==> config.mk <==
export PLATFORM = sky130hd
export DESIGN_NAME = ts4231_configurator
export DESIGN_NICKNAME = d
export VERILOG_FILES = /design/src/rtl/ts4231_pkg.sv /design/src/rtl/ts4231_configurator_tick_gen.sv /design/src/rtl/ts4231_configurator.sv
export SDC_FILE = /design/constraint.sdc
export NUM_CORES = 1
export LEC_CHECK = 0
export ABC_AREA = 1
export CAP_MARGIN = 25
export CORE_UTILIZATION = 55
export DETAILED_ROUTE_END_ITERATION = 6
export DONT_BUFFER_PORTS = 1
export GPL_TIMING_DRIVEN = 0
export HOLD_SLACK_MARGIN = 0.06
export PLACE_DENSITY = 0.76
export REMOVE_ABC_BUFFERS = 1
export SETUP_SLACK_MARGIN = 0.15
export SLEW_MARGIN = 20
export SYNTH_ARGS = -nofsm -noshare
export SYNTH_HDL_FRONTEND = slang
export SYNTH_HIERARCHICAL = 1
export SYNTH_SLANG_ARGS = --single-unit
==> constraint.sdc <==
create_clock -name clk -period 5.45 [get_ports clk]
set_input_delay 0.545 -clock clk [delete_from_list [all_inputs] [get_ports clk]]
set_output_delay 0.545 -clock clk [all_outputs]
set_load 0.01 [all_outputs]
==> src/rtl/ts4231_pkg.sv <==
// Shared types and constants for the TS4231 configuration sequencer.
// pin_pattern() is the single place that knows what E/D look like in each phase.
package ts4231_pkg;

  localparam int TS4231_WORD_WIDTH = 15;
  localparam logic [TS4231_WORD_WIDTH-1:0] TS4231_DEFAULT_CONFIG = 15'h392B;

  localparam logic [2:0] PH_A          = 3'd0;
  localparam logic [2:0] PH_B          = 3'd1;
  localparam logic [2:0] PH_C          = 3'd2;
  localparam logic [2:0] PH_CFG_LAST   = 3'd4;
  localparam logic [2:0] PH_WATCH_LAST = 3'd1;

  typedef enum logic [3:0] {
    IDLE, CFG_ENTRY, WR_START, WR_BIT, WR_STOP, RD_START,
    RD_BIT, RD_STOP, CHECK, WATCH, DONE, FAIL
  } ts4231_state_e;

  typedef struct packed {
    logic e_out;
    logic e_oe;
    logic d_out;
    logic d_oe;
  } ts4231_pins_t;

  function automatic logic [2:0] last_phase(input ts4231_state_e st);
    case (st)
      CFG_ENTRY: return PH_CFG_LAST;
      WATCH:     return PH_WATCH_LAST;
      default:   return PH_C;
    endcase
  endfunction

  // States whose phases are paced by the tick prescaler.
  function automatic logic is_timed(input ts4231_state_e st);
    return !(st inside {IDLE, CHECK, DONE, FAIL});
  endfunction

  function automatic ts4231_pins_t pin_pattern(input ts4231_state_e st,
                                               input logic [2:0] ph,
                                               input logic dbit);
    ts4231_pins_t p;
    p = '0;
    case (st)
      CFG_ENTRY: begin
        p.e_oe = 1'b1; p.d_oe = 1'b1;
        p.e_out = !(ph == 3'd2 || ph == 3'd3);
        p.d_out = (ph == 3'd0) || (ph >= 3'd3);
      end
      WR_START, RD_START: begin
        p.e_oe = 1'b1; p.d_oe = 1'b1;
        p.e_out = (ph != PH_C);
        p.d_out = (ph == PH_A);
      end
      WR_BIT: begin
        p.e_oe = 1'b1; p.d_oe = 1'b1;
        p.e_out = (ph == PH_B);
        p.d_out = dbit;
      end
      RD_BIT: begin
        p.e_oe = 1'b1;
        p.e_out = (ph == PH_B);
      end
      WR_STOP, RD_STOP: begin
        p.e_oe = 1'b1; p.d_oe = 1'b1;
        p.e_out = (ph != PH_A);
        p.d_out = (ph == PH_C);
      end
      WATCH: begin
        p.e_oe = 1'b1; p.d_oe = 1'b1;
        p.e_out = (ph == PH_A);
      end
      default: p = '0;
    endcase
    return p;
  endfunction

endpackage

==> src/rtl/ts4231_configurator_tick_gen.sv <==
// Phase prescaler: counts 0..PERIOD-1 while enabled, held at 0 otherwise,
// and flags the last cycle of each phase.
module ts4231_tick_gen #(
  parameter int PERIOD = 24
) (
  input  logic clk,
  input  logic rst,
  input  logic en,
  output logic tick
);
  localparam int CW = $clog2(PERIOD);

  logic [CW-1:0] cnt;

  always_ff @(posedge clk or posedge rst) begin
    if (rst) begin
      cnt <= '0;
    end else if (!en || cnt == CW'(PERIOD - 1)) begin
      cnt <= '0;
    end else begin
      cnt <= cnt + 1'b1;
    end
  end

  assign tick = en && (cnt == CW'(PERIOD - 1));

endmodule

==> src/rtl/ts4231_configurator.sv <==
// Writes a configuration word into a TS4231 over its E/D pins, reads it back,
// retries on mismatch, then enters watch mode and releases both pins.
module ts4231_configurator
  import ts4231_pkg::*;
#(
  parameter int HALF_PERIOD_CYCLES = 24,  // must be >= 4 so the D synchroniser settles inside phase B
  parameter int MAX_RETRIES        = 3,
  parameter int WORD_WIDTH         = TS4231_WORD_WIDTH
) (
  input  logic                  clk,
  input  logic                  reset,
  input  logic                  io_start,
  input  logic [WORD_WIDTH-1:0] io_config_word,
  input  logic                  io_e_in,
  input  logic                  io_d_in,
  output logic                  io_e_out,
  output logic                  io_e_oe,
  output logic                  io_d_out,
  output logic                  io_d_oe,
  output logic                  io_busy,
  output logic                  io_done,
  output logic                  io_error,
  output logic [WORD_WIDTH-1:0] io_readback,
  output logic [1:0]            io_attempts,
  output ts4231_state_e         dbg_state,
  output logic                  dbg_e_sync
);
  localparam int BW = $clog2(WORD_WIDTH);

  ts4231_state_e         state;
  logic [2:0]            phase;
  logic [BW-1:0]         bit_idx;
  logic [WORD_WIDTH-1:0] word;
  logic [WORD_WIDTH-1:0] shift;
  ts4231_pins_t          pins;
  logic                  e_meta, e_sync, d_meta, d_sync;
  logic                  tick;

  always_ff @(posedge clk or posedge reset) begin
    if (reset) begin
      {e_meta, e_sync, d_meta, d_sync} <= '0;
    end else begin
      {e_meta, e_sync} <= {io_e_in, e_meta};
      {d_meta, d_sync} <= {io_d_in, d_meta};
    end
  end

  ts4231_tick_gen #(.PERIOD(HALF_PERIOD_CYCLES)) u_tick (
    .clk  (clk),
    .rst  (reset),
    .en   (is_timed(state)),
    .tick (tick)
  );

  always_ff @(posedge clk or posedge reset) begin
    if (reset) begin
      state       <= IDLE;
      phase       <= PH_A;
      bit_idx     <= '0;
      word        <= TS4231_DEFAULT_CONFIG;
      shift       <= '0;
      pins        <= '0;
      io_busy     <= 1'b0;
      io_done     <= 1'b0;
      io_error    <= 1'b0;
      io_readback <= '0;
      io_attempts <= '0;
    end else begin
      unique case (state)
        IDLE, DONE, FAIL: begin
          if (io_start) begin
            word        <= io_config_word;
            shift       <= '0;
            io_done     <= 1'b0;
            io_error    <= 1'b0;
            io_attempts <= '0;
            io_busy     <= 1'b1;
            state       <= CFG_ENTRY;
            phase       <= PH_A;
            pins        <= pin_pattern(CFG_ENTRY, PH_A, 1'b0);
          end
        end
        CHECK: begin
          io_readback <= shift;
          phase       <= PH_A;
          if (shift == word) begin
            state <= WATCH;
            pins  <= pin_pattern(WATCH, PH_A, 1'b0);
          end else if (int'(io_attempts) < MAX_RETRIES) begin
            io_attempts <= io_attempts + 2'd1;
            state       <= CFG_ENTRY;
            pins        <= pin_pattern(CFG_ENTRY, PH_A, 1'b0);
          end else begin
            state    <= FAIL;
            pins     <= '0;
            io_error <= 1'b1;
            io_busy  <= 1'b0;
          end
        end
        default: begin
          if (tick) begin
            // Last clk of phase B: the sensor has had a full half-phase to settle D.
            if (state == RD_BIT && phase == PH_B) begin
              shift <= {shift[WORD_WIDTH-2:0], d_sync};
            end
            if (phase != last_phase(state)) begin
              phase <= phase + 3'd1;
              pins  <= pin_pattern(state, phase + 3'd1, word[bit_idx]);
            end else begin
              phase <= PH_A;
              case (state)
                CFG_ENTRY: begin
                  state <= WR_START;
                  pins  <= pin_pattern(WR_START, PH_A, 1'b0);
                end
                WR_START: begin
                  state   <= WR_BIT;
                  bit_idx <= BW'(WORD_WIDTH - 1);
                  pins    <= pin_pattern(WR_BIT, PH_A, word[WORD_WIDTH-1]);
                end
                WR_BIT: begin
                  if (bit_idx == '0) begin
                    state <= WR_STOP;
                    pins  <= pin_pattern(WR_STOP, PH_A, 1'b0);
                  end else begin
                    bit_idx <= bit_idx - 1'b1;
                    pins    <= pin_pattern(WR_BIT, PH_A, word[bit_idx - 1'b1]);
                  end
                end
                WR_STOP: begin
                  state <= RD_START;
                  pins  <= pin_pattern(RD_START, PH_A, 1'b0);
                end
                RD_START: begin
                  state   <= RD_BIT;
                  bit_idx <= BW'(WORD_WIDTH - 1);
                  pins    <= pin_pattern(RD_BIT, PH_A, 1'b0);
                end
                RD_BIT: begin
                  if (bit_idx == '0) begin
                    state <= RD_STOP;
                    pins  <= pin_pattern(RD_STOP, PH_A, 1'b0);
                  end else begin
                    bit_idx <= bit_idx - 1'b1;
                    pins    <= pin_pattern(RD_BIT, PH_A, 1'b0);
                  end
                end
                RD_STOP: state <= CHECK;  // pins hold (1,1) through the compare cycle
                WATCH: begin
                  state   <= DONE;
                  pins    <= '0;
                  io_done <= 1'b1;
                  io_busy <= 1'b0;
                end
                default: state <= IDLE;
              endcase
            end
          end
        end
      endcase
    end
  end

  assign io_e_out   = pins.e_out;
  assign io_e_oe    = pins.e_oe;
  assign io_d_out   = pins.d_out;
  assign io_d_oe    = pins.d_oe;
  assign dbg_state  = state;
  assign dbg_e_sync = e_sync;

endmodule

==> Word level (Yosys, flattened, before mapping) <==
Index checks and enable logic that the tools add are counted.
{ "word_totals": {"out_inout_bits": 29, "reg_bits": 74, "inputBits": 20, "wordCells": 153} }
{ "classes": {"add_sub_neg": 4, "eq_ne": 28, "n_bitwise": 3, "mux": 58, "n_reduce_logical": 37, "order_cmp": 4} }
{ "op_table": {"columns": ["operator", "count"], "rows": [
  ["$mux W4", 13],
  ["$mux W15", 3],
  ["$pmux W4 S8", 1],
  ["$pmux W15 S2", 1],
  ["$pmux W4 S2", 3],
  ["$pmux W4 S6", 1],
  ["$eq A4 B3 Y1 const B", 4],
  ["$eq A4 B4 Y1 const B", 4],
  ["$mux W1", 16],
  ["$eq A15 B15 Y1", 1],
  ["$mux W3", 5],
  ["$reduce_and A5 Y1", 3],
  ["$pmux W3 S2", 2],
  ["$reduce_and A4 Y1", 3],
  ["$lt A4 B5 Y1 const B", 2],
  ["$pmux W2 S5", 1],
  ["$reduce_bool A2 Y1", 5],
  ["$reduce_bool A3 Y1", 3],
  ["$reduce_bool A9 Y1", 1],
  ["$bmux W1 S4", 2],
  ["$eq A4 B2 Y1 const B", 2],
  ["$logic_not A4 Y1", 2],
  ["$mux W2", 4],
  ["$ne A2 B2 Y1 const B", 4],
  ["32 further kinds", 48]
]} }

==> Depth between registers and ports, before layout <==
Gate-level depths: netlist of the first run.
{ "logic_depth": {"ltp_word": 10, "depth_mapped": 16, "ltp_nobuf": 16} }

==> By module <==
Netlist of the first run, hierarchy kept.
{ "by_module_without_submodules": {"columns": ["module", "cells_each", "n_inst", "seq_area_each_um2", "area_per_inst_um2"], "rows": [
  ["ts4231_configurator", 527, 1, 1736.7, 3935.0],
  ["ts4231_tick_gen", 30, 1, 125.1, 251.5]
]} }

==> Least setup slack after synthesis of the first run <==
Ideal clock, no wire load.
{ "synth_timing": {"path_type": "register -> register", "start": "register state[1] (netlist: dbg_state[1])", "end": "register state[0] (netlist: dbg_state[0])", "arrival_time_ns": 2.032, "setup_slack_ns": 3.289, "setup_ns": 0.129, "stages_incl_launch_ff": 17, "period_less_slack_ns": 2.161, "t_required_ns": 5.321, "n_path_buf": 1, "path_cell_list": "dfrtp_1 buf_4 nor2_2 nand2_2 inv_2 nor2_2 inv_1 nor2_1 inv_1 nand2_1 nor2_1 nor2_4 nand2_2 nor2_4 inv_2 nand2_1 o21ai_2"} }
{ "synth_between": {"word_cells_on_any_way": 30, "classes_between": "eq/ne: 16; mux: 7; reduce/logical: 7"} }
{ "synth_lines": {"columns": ["element", "line_no", "source"], "rows": [
  ["from (decl)", "ts4231_configurator.sv:30", "ts4231_state_e state;"],
  ["from (signal assigned)", "ts4231_configurator.sv:57", "state <= IDLE;"],
  ["from (signal assigned)", "ts4231_configurator.sv:78", "state <= CFG_ENTRY;"],
  ["from (signal assigned)", "ts4231_configurator.sv:87", "state <= WATCH;"],
  ["$eq A4 B4 Y1 or $logic_not A4 Y1 (tied branches)", "ts4231_pkg.sv:36", "return !(st inside {IDLE, CHECK, DONE, FAIL});"],
  ["$reduce_bool A4 Y1 *", "ts4231_pkg.sv:36", null],
  ["$logic_not A1 Y1 *", "ts4231_pkg.sv:36", null],
  ["$logic_and A1 B1 Y1 *", "ts4231_configurator_tick_gen.sv:25", "assign tick = en && (cnt == CW'(PERIOD - 1));"],
  ["via tick", "ts4231_configurator.sv:37", "logic tick;"],
  ["$reduce_bool A3 Y1 (no line) *", null, null],
  ["$reduce_and A5 Y1 (no line) *", null, null]
]} }
The timed path passes the listed nets; every way through them passes the cells marked *. The select of a mux whose other input is x is not followed.
A chain may end at the register's enable or synchronous reset.

==> Worst setup path after layout of the first run <==
{ "layout_timing": {"start": "register state[1] (netlist: dbg_state[1])", "end": "register shift[0]"} }
{ "layout_between": {"elab_chain_cells": 6, "word_cells_on_any_way": 16, "classes_between": "eq/ne: 5; mux: 1; bitwise: 1; reduce/logical: 9"} }
{ "layout_lines": {"columns": ["element", "line_no", "source"], "rows": [
  ["$eq A4 B4 Y1 or $logic_not A4 Y1 (tied branches)", "ts4231_pkg.sv:36", null],
  ["$reduce_bool A4 Y1 *", "ts4231_pkg.sv:36", null],
  ["$logic_not A1 Y1 *", "ts4231_pkg.sv:36", null],
  ["$logic_and A1 B1 Y1 *", "ts4231_configurator_tick_gen.sv:25", null],
  ["via tick", "ts4231_configurator.sv:37", null],
  ["$reduce_bool A2 Y1 (no line) *", null, null],
  ["$reduce_and A4 Y1 (no line) *", null, null],
  ["to (signal assigned)", "ts4231_configurator.sv:104", "shift <= {shift[WORD_WIDTH-2:0], d_sync};"],
  ["to (decl)", "ts4231_configurator.sv:34", "logic [WORD_WIDTH-1:0] shift;"]
]} }
The timed path passes the listed nets; every way through them passes the cells marked *.

==> key figures, run 1 <==
Setup path
  – CP top delay family: simple AND/OR/NAND/NOR gates
  – Crit path buf inv count: 4
  – Max FO, Critical Path: 35
  – Slowest stage delay, CP: 0.66 ns
  – Critical path class: reg -> reg
  – Crit start category: flip-flop
  – Setup crit end kind: flip-flop
  – Crit-path slowest cell: dfrtp_1
  – CP Data Required Time: ~5.7 ns
  – Critical Path AT: 3.49 ns
  – Critical path cell sequence: nor2_2 -> nand2_2 -> inv_2 -> nor2_2 -> inv_1 -> nor2_1 -> inv_1 -> nand2_1 -> nand2_1 -> o21ai_2 -> buf_6 -> nand3_1 -> o21ai_0
  – Reg-to-reg slack, setup: 2.21 ns

Timing
  – Min cycle time layout: 3.24 ns
  – Rel. slew slack: 57.7%
  – # setup viols final: 0
  – Total Neg Setup Slack: 0 ns
  – Final Skew: between 0.009 and 0.01 ns
  – Slew Limit Fails: 0
  – Worst-Margin Slew: 0.634 ns
  – Fmax: ~310 MHz
  – Setup slack after layout: 2.21 ns
  – Final Hold Viols: 0
  – RSZ-0062 raised after global routing: false
  – Period utilization: 59.4%

Clock network
  – # clock sinks: 74
  – Buffer depth of the longest clock path: 2
  – Post-CTS resize count: 0
  – CTS tree: yes
  – Clock-pin slew on the worst setup and hold paths: 0.08 ns
  – Root buffer cell: clkbuf_8
  – H-tree depth: 3
  – Hold-fix buffers at CTS: 1
  – Clock Latency Late Sink: 0.35 ns
  – Setup Fix Bufs, Post-CTS: 0
  – CTS Buf Count: 9

Final layout
  – Fin util: approximately three fifths
  – Layout cell share with drive strength beyond 1: 11.6%
  – Layout Nets: 585
  – Final Instance Count excl. Fillers: 661
  – Design area: 4480 sq um
  – Area growth syn-to-layout: 7.05%
  – ANT cells: 0

Global routing
  – Largest net degree at the start of global routing: 54
  – First-pass GRT wire length: 15.6 mm
  – Vias in the first global route: 3,376
  – Initial antenna violation count: 0
  – GRT Util Overall: 25.9%
  – Remaining Overflow, GRT: 0

Synthesis
  – Netlist cell types: 37
  – Register area share after synthesis: 44.5%
  – Mapped Cells: about 560
  – Post-Syn Area: around 4200 sq um
  – FF+latch count, synth: 74
  – Main area contributors after synthesis: dfrtp_1 (39%), nand2_1 (16%), nand3_1 (6.8%), o21ai_0 (5.5%), dfstp_2 (5.0%)
  – Avg Cell Area, Syn: 7.52 sq um
  – Post-synth top area share: approximately two fifths
  – Yosys top cell by area: dfrtp_1
  – Syn. warnings: 6

Detailed routing
  – Via count: about 3,500
  – Initial DRC count: 146
  – DRC viols: 0
  – WL final: 9.29 mm
  – Vias per inst: 5.33
  – Routed length per placed instance: ~14 microns
  – Detailed Routing Iterations Pass 1: 5
  – Post-route ant nets: 0

Run status
  – Status: finished clean

Floorplanning
  – I/O Pins: 49
  – Core footprint: ~7300 sq um
  – Die height: 89.2 microns
  – Initial core utilization: 57.4%
  – Num rows: 31
  – Die Area: between 7000 and 8000 sq um
  – Die width: about 89 microns

Placement
  – Final HPWL DP: 6.79 mm
  – Worst slack at placement: 2.24 ns
  – Placed cell area: between 4000 and 5000 sq um
  – Final GP Congestion: 0.930
  – IO Port Bufs: 0
  – Placed cell count: 644

Pwr
  – Leak: 2.27 nW
  – Peak VDD IR: 0.200 mV
  – Power density over the cells: between 400 and 500 nW/um^2

Flow run
  – Maxcap violations: 0

Hold path
  – Hold Path Class: in -> reg
layout make-up:
type	count	area [sq um]
fill	690	2810
multi-input combinational	406	2020
sequential	74	1860
inverter	63	239
clock buffer	12	135
tap	99	124
clock inverter	4	52.6
timing repair buffer	3	48.8
layout by cell type, fill, tap and decap left out, types with 2 or more instances in the layout:
cell	synthesis	final
a21oi_1	11	11
a22oi_1	3	3
clkbuf_1	4	3
clkbuf_8	0	9
clkinv_1	2	2
clkinv_4	0	2
dfrtp_1	66	66
dfstp_2	8	8
ha_1	8	8
inv_1	55	54
inv_2	6	6
nand2_1	182	182
nand2_2	13	13
nand2_4	2	2
nand3_1	57	57
nand4_1	5	5
nor2_1	39	39
nor2_2	6	6
nor2_4	4	4
nor2_8	2	2
nor4_1	2	2
o21ai_0	46	46
o21ai_2	2	3
o22ai_1	2	2
xnor2_1	3	3
xor2_1	10	10
worst register-to-register path, cell delays in order, from the launching register on:
cell     delay [ns]
dfrtp_1        0.66
nor2_2         0.10
nand2_2        0.49
inv_2          0.20
nor2_2         0.46
inv_1          0.08
nor2_1         0.11
inv_1          0.07
nand2_1        0.08
nand2_1        0.08
o21ai_2        0.34
buf_6          0.25
nand3_1        0.09
o21ai_0        0.11
where the power goes:
group | switching [W] | internal (W) | leakage, nW
clock network | 0.000200 | 0.000213 | 0.0945
logic | 0.000581 | 0.000310 | 1.23
registers | 0.000177 | 0.000693 | 0.941
total | 0.000958 | 0.00122 | 2.27
logic make-up (layout without fill, tap and decap cells):
group | count (synthesis) | count (layout) | synth area share [%]
flip-flops | 74 | 74 | 44.5
buffers and inverters | 77 | 82 | 7.35
AO/OA/AOI/OAI | 68 | 68 | 8.85
XOR/XNOR | 13 | 13 | 2.72
adder cells (fa/ha/maj) | 8 | 8 | 2.39
AND/OR/NAND/NOR | 317 | 317 | 34.2
sequential cells by signal (all words and copies together), names as in the netlist, 2 cells and up:
register,cells
io_readback,15
shift,15
word,15
u_tick/cnt,5
bit_idx,4
dbg_state,4
phase,3
io_attempts,2
Yosys cell counts:
| master | count |
|---|---|
| nor4_1 | 2 |
| nand3_1 | 57 |
| buf_2 | 6 |
| ha_1 | 8 |
| buf_6 | 1 |
| nand4_1 | 5 |
| nor2_1 | 39 |
| nand2_2 | 13 |
| nand3_2 | 1 |
| o21ai_2 | 2 |
| xor2_1 | 10 |
| buf_1 | 2 |
| o21ai_0 | 46 |
| clkbuf_1 | 4 |
| nor2_2 | 6 |
| inv_2 | 6 |
| o22ai_1 | 2 |
| a21oi_1 | 11 |
| or2_1 | 1 |
| o21bai_2 | 1 |
| a22oi_1 | 3 |
| clkinv_1 | 2 |
| nand2_1 | 182 |
| o21ai_1 | 1 |
| nand3b_4 | 1 |
| o31ai_1 | 1 |
| inv_1 | 55 |
| xnor2_1 | 3 |
| dfstp_2 | 8 |
| nand2_4 | 2 |
| nor3_1 | 1 |
| or2_2 | 1 |
| nor2_8 | 2 |
| dfrtp_1 | 66 |
| nor2_4 | 4 |
| a21oi_2 | 1 |
| buf_4 | 1 |
stage by stage:
stage,hold WS [ns],total power [W]
2_1_floorplan,0.324,0.00154
3_3_place_gp,0.332,0.00173
3_5_place_dp,0.338,0.00176
4_1_cts,0.206,0.00218
5_1_grt,0.195,0.00235
6_report,0.217,0.00217
worst paths after layout:
check	startpoint	end	cells after the start
worst min-delay path	io_e_in	e_meta	0
worst min register to register	e_meta	dbg_e_sync	0
min in group asynchronous	reset	u_tick/cnt[1]	2
max in group asynchronous	reset	word[12]	3
worst max register to register	dbg_state[1]	shift[0]	13
worst max-delay path	dbg_state[1]	shift[0]	13
layer usage:
metal | wire length [microns] | global-route usage (%) | vias up | share of wire, %
li1 | - | - | 1772 | -
met1 | 4310 | 34.3 | 1660 | 46
met2 | 4460 | 43.2 | 83 | 48
met3 | 428 | 5.45 | 8 | 4.6
met4 | 91 | 7.50 | 0 | 0.98
met5 | 0 | 0 | - | 0
Power figures use the tool's default switching activity.
==> run 2, diff against run 1 <==
==> constraint.sdc (replaced) <==
create_clock -name clk -period 3.05 [get_ports clk]
set_input_delay 0.305 -clock clk [delete_from_list [all_inputs] [get_ports clk]]
set_output_delay 0.305 -clock clk [all_outputs]
set_load 0.01 [all_outputs]
==> key figures, run 2 (same netlist as run 1, synthesis figures left out) <==
Final layout
  – Largest registers: io_readback: 15 flops, shift: 15 flops, word: 15 flops
  – Most frequent cells in the layout: nand2_1 (182), dfrtp_1 (65), nand3_1 (57)
  – ANT cells: 0
  – Layout cell share with drive strength beyond 1: 11.7%
  – Layout Nets: 598
  – Commonest non-fill, non-tap cell in the layout: nand2_1
  – Fin util: 63.6%
  – Final Instance Count excl. Fillers: 674
  – Area growth syn-to-layout: 10.7%
  – Design area: 4640 sq um

Placement
  – Final GP Congestion: 0.930
  – IO Port Bufs: 0
  – Placed cell count: 644
  – Placed cell area: 4280 sq um
  – Final HPWL DP: roughly 6.8 mm
  – Worst slack at placement: -0.163 ns

Floorplanning
  – Initial core utilization: 57.4%
  – Core footprint: 7290 sq um
  – Die Area: 7960 sq um
  – I/O Pins: 49
  – Die height: 89.2 microns
  – Die width: between 80 and 90 microns
  – Num rows: 31

Clock network
  – Clock Latency Late Sink: about 0.35 ns
  – CTS Buf Count: 9
  – Buffer depth of the longest clock path: 2
  – CTS tree: yes
  – Setup Fix Bufs, Post-CTS: 0
  – Clock-pin slew on the worst setup and hold paths: 0.08 ns
  – # clock sinks: 74
  – Root buffer cell: clkbuf_8
  – H-tree depth: 3

Setup path
  – CP Data Required Time: 3.30 ns
  – End of the worst register-to-register path: shift[0]
  – Reg-to-reg slack, setup: 0.43 ns
  – Max FO, Critical Path: 35
  – FF-to-FF path depth: 14
  – Setup crit end kind: flip-flop
  – Reg2Reg Launch Point: dbg_state[3]
  – Critical Path AT: 2.87 ns
  – Crit start category: flip-flop
  – Critical path class: reg -> reg

Detailed routing
  – Initial DRC count: 168
  – Post-route ant nets: 0
  – Detailed Routing Iterations Pass 1: 4
  – DRC viols: 0
  – Via count: 3,549
  – Metal-1 WL: 4.20 mm
  – Vias per inst: 5.27
  – Wire length on met3: ~490 microns
  – WL final: just over 9 mm
  – Routed length per placed instance: ~14 microns
  – Met2 wire len: ~4.6 mm
  – Max layer used: met4

Pwr
  – Leak: about 2.3 nW
  – Total power: just under 0.004 W
  – Peak VDD IR: 0.361 mV
  – Power density over the cells: 843 nW/um^2

Timing
  – Final Hold Viols: 0
  – Fmax: 381 MHz
  – Final Skew: 0.00987 ns
  – Period utilization: 85.9%
  – Setup slack after layout: 0.429 ns
  – Worst-Margin Slew: 0.636 ns
  – Min cycle time layout: ~2.6 ns
  – # setup viols final: 0
  – RSZ-0062 raised after global routing: true
  – Rel. slew slack: 57.5%
  – Slew Limit Fails: 0

Flow run
  – Maxcap violations: 0

Run status
  – Status: finished clean

Global routing
  – First-pass GRT wire length: 15.7 mm
  – Largest net degree at the start of global routing: 54
  – GRT Util Overall: a little over a quarter
  – Remaining Overflow, GRT: 0
  – Vias in the first global route: 3,415
  – Initial antenna violation count: 0

Hold path
  – Hold Path Class: in -> reg
  – Hold wc startpoint: io_config_word[4]
  – Min-Delay Path Depth: 2
  – Endpoint, Worst Hold: word[4]
## run 2: cell count changes in the layout (fill, tap and decap cells not counted), sizes merged
cell / change
dlygate4sd3: +13
clkinv: -1
clkinvlp: +1
## run 2: repair_timing
action | in CTS | in global routing
endpoints found under the setup margin | 28 | 18
hold endpoints to repair | 34 | 0
resized for setup | 3 | 2
hold buffers | 14 | 0
## run 2: area by class of cell
type                    count  area (sq um)
clock buffers              12           135
clock inverters             4          52.6
fillers                   679          2660
inverters                  63           243
multi-input cells         406          2040
flip-flops and latches     74          1860
well taps                  99           124
repair buffers             16           179
## run 2: critical path, cell delays in order, from the launching register on
cell	delay, ns
dfrtp_1	0.46
inv_1	0.18
nor2_4	0.08
nand2_8	0.20
inv_2	0.13
nor2_4	0.29
inv_1	0.07
nor2_1	0.10
inv_1	0.07
nand2_1	0.08
nand2_1	0.08
o21ai_2	0.32
buf_6	0.25
nand3_1	0.08
o21ai_0	0.11
## run 2: how the worst max path moves through the flow
stage / from / end / slack (ns) / cells past startpoint
floorplan: dbg_state[1] / shift[0] / 0.02 / 12
global placement: dbg_state[1] / shift[4] / -1.06 / 12
detailed placement: dbg_state[1] / shift[1] / -0.16 / 13
CTS: dbg_state[3] / shift[0] / 0.27 / 14
global route: bit_idx[0] / io_d_out / 0.13 / 12
finish: dbg_state[3] / shift[0] / 0.43 / 14
## run 2: layer usage
layer	global-route usage, %	vias up
met4	7.65	0
met2	44.0	84
li1	-	1795
met5	0	-
met1	34.5	1659
met3	5.26	11
## run 2: metrics by stage
step / TNS [ns] / hold slack [ns]
detailed placement: -1.76 / 0.103
global route: 0 / 0.0703
CTS: 0 / 0.0644
floorplan: 0 / 0.0835
finish: 0 / 0.0736
global placement: -15.68 / 0.0974
## run 2: report_power, final
group | switching (W) | total [W] | internal [W]
Combinational | 0.00105 | 0.00161 | 0.000567
Clock | 0.000356 | 0.000736 | 0.000380
Sequential | 0.000317 | 0.00156 | 0.00124
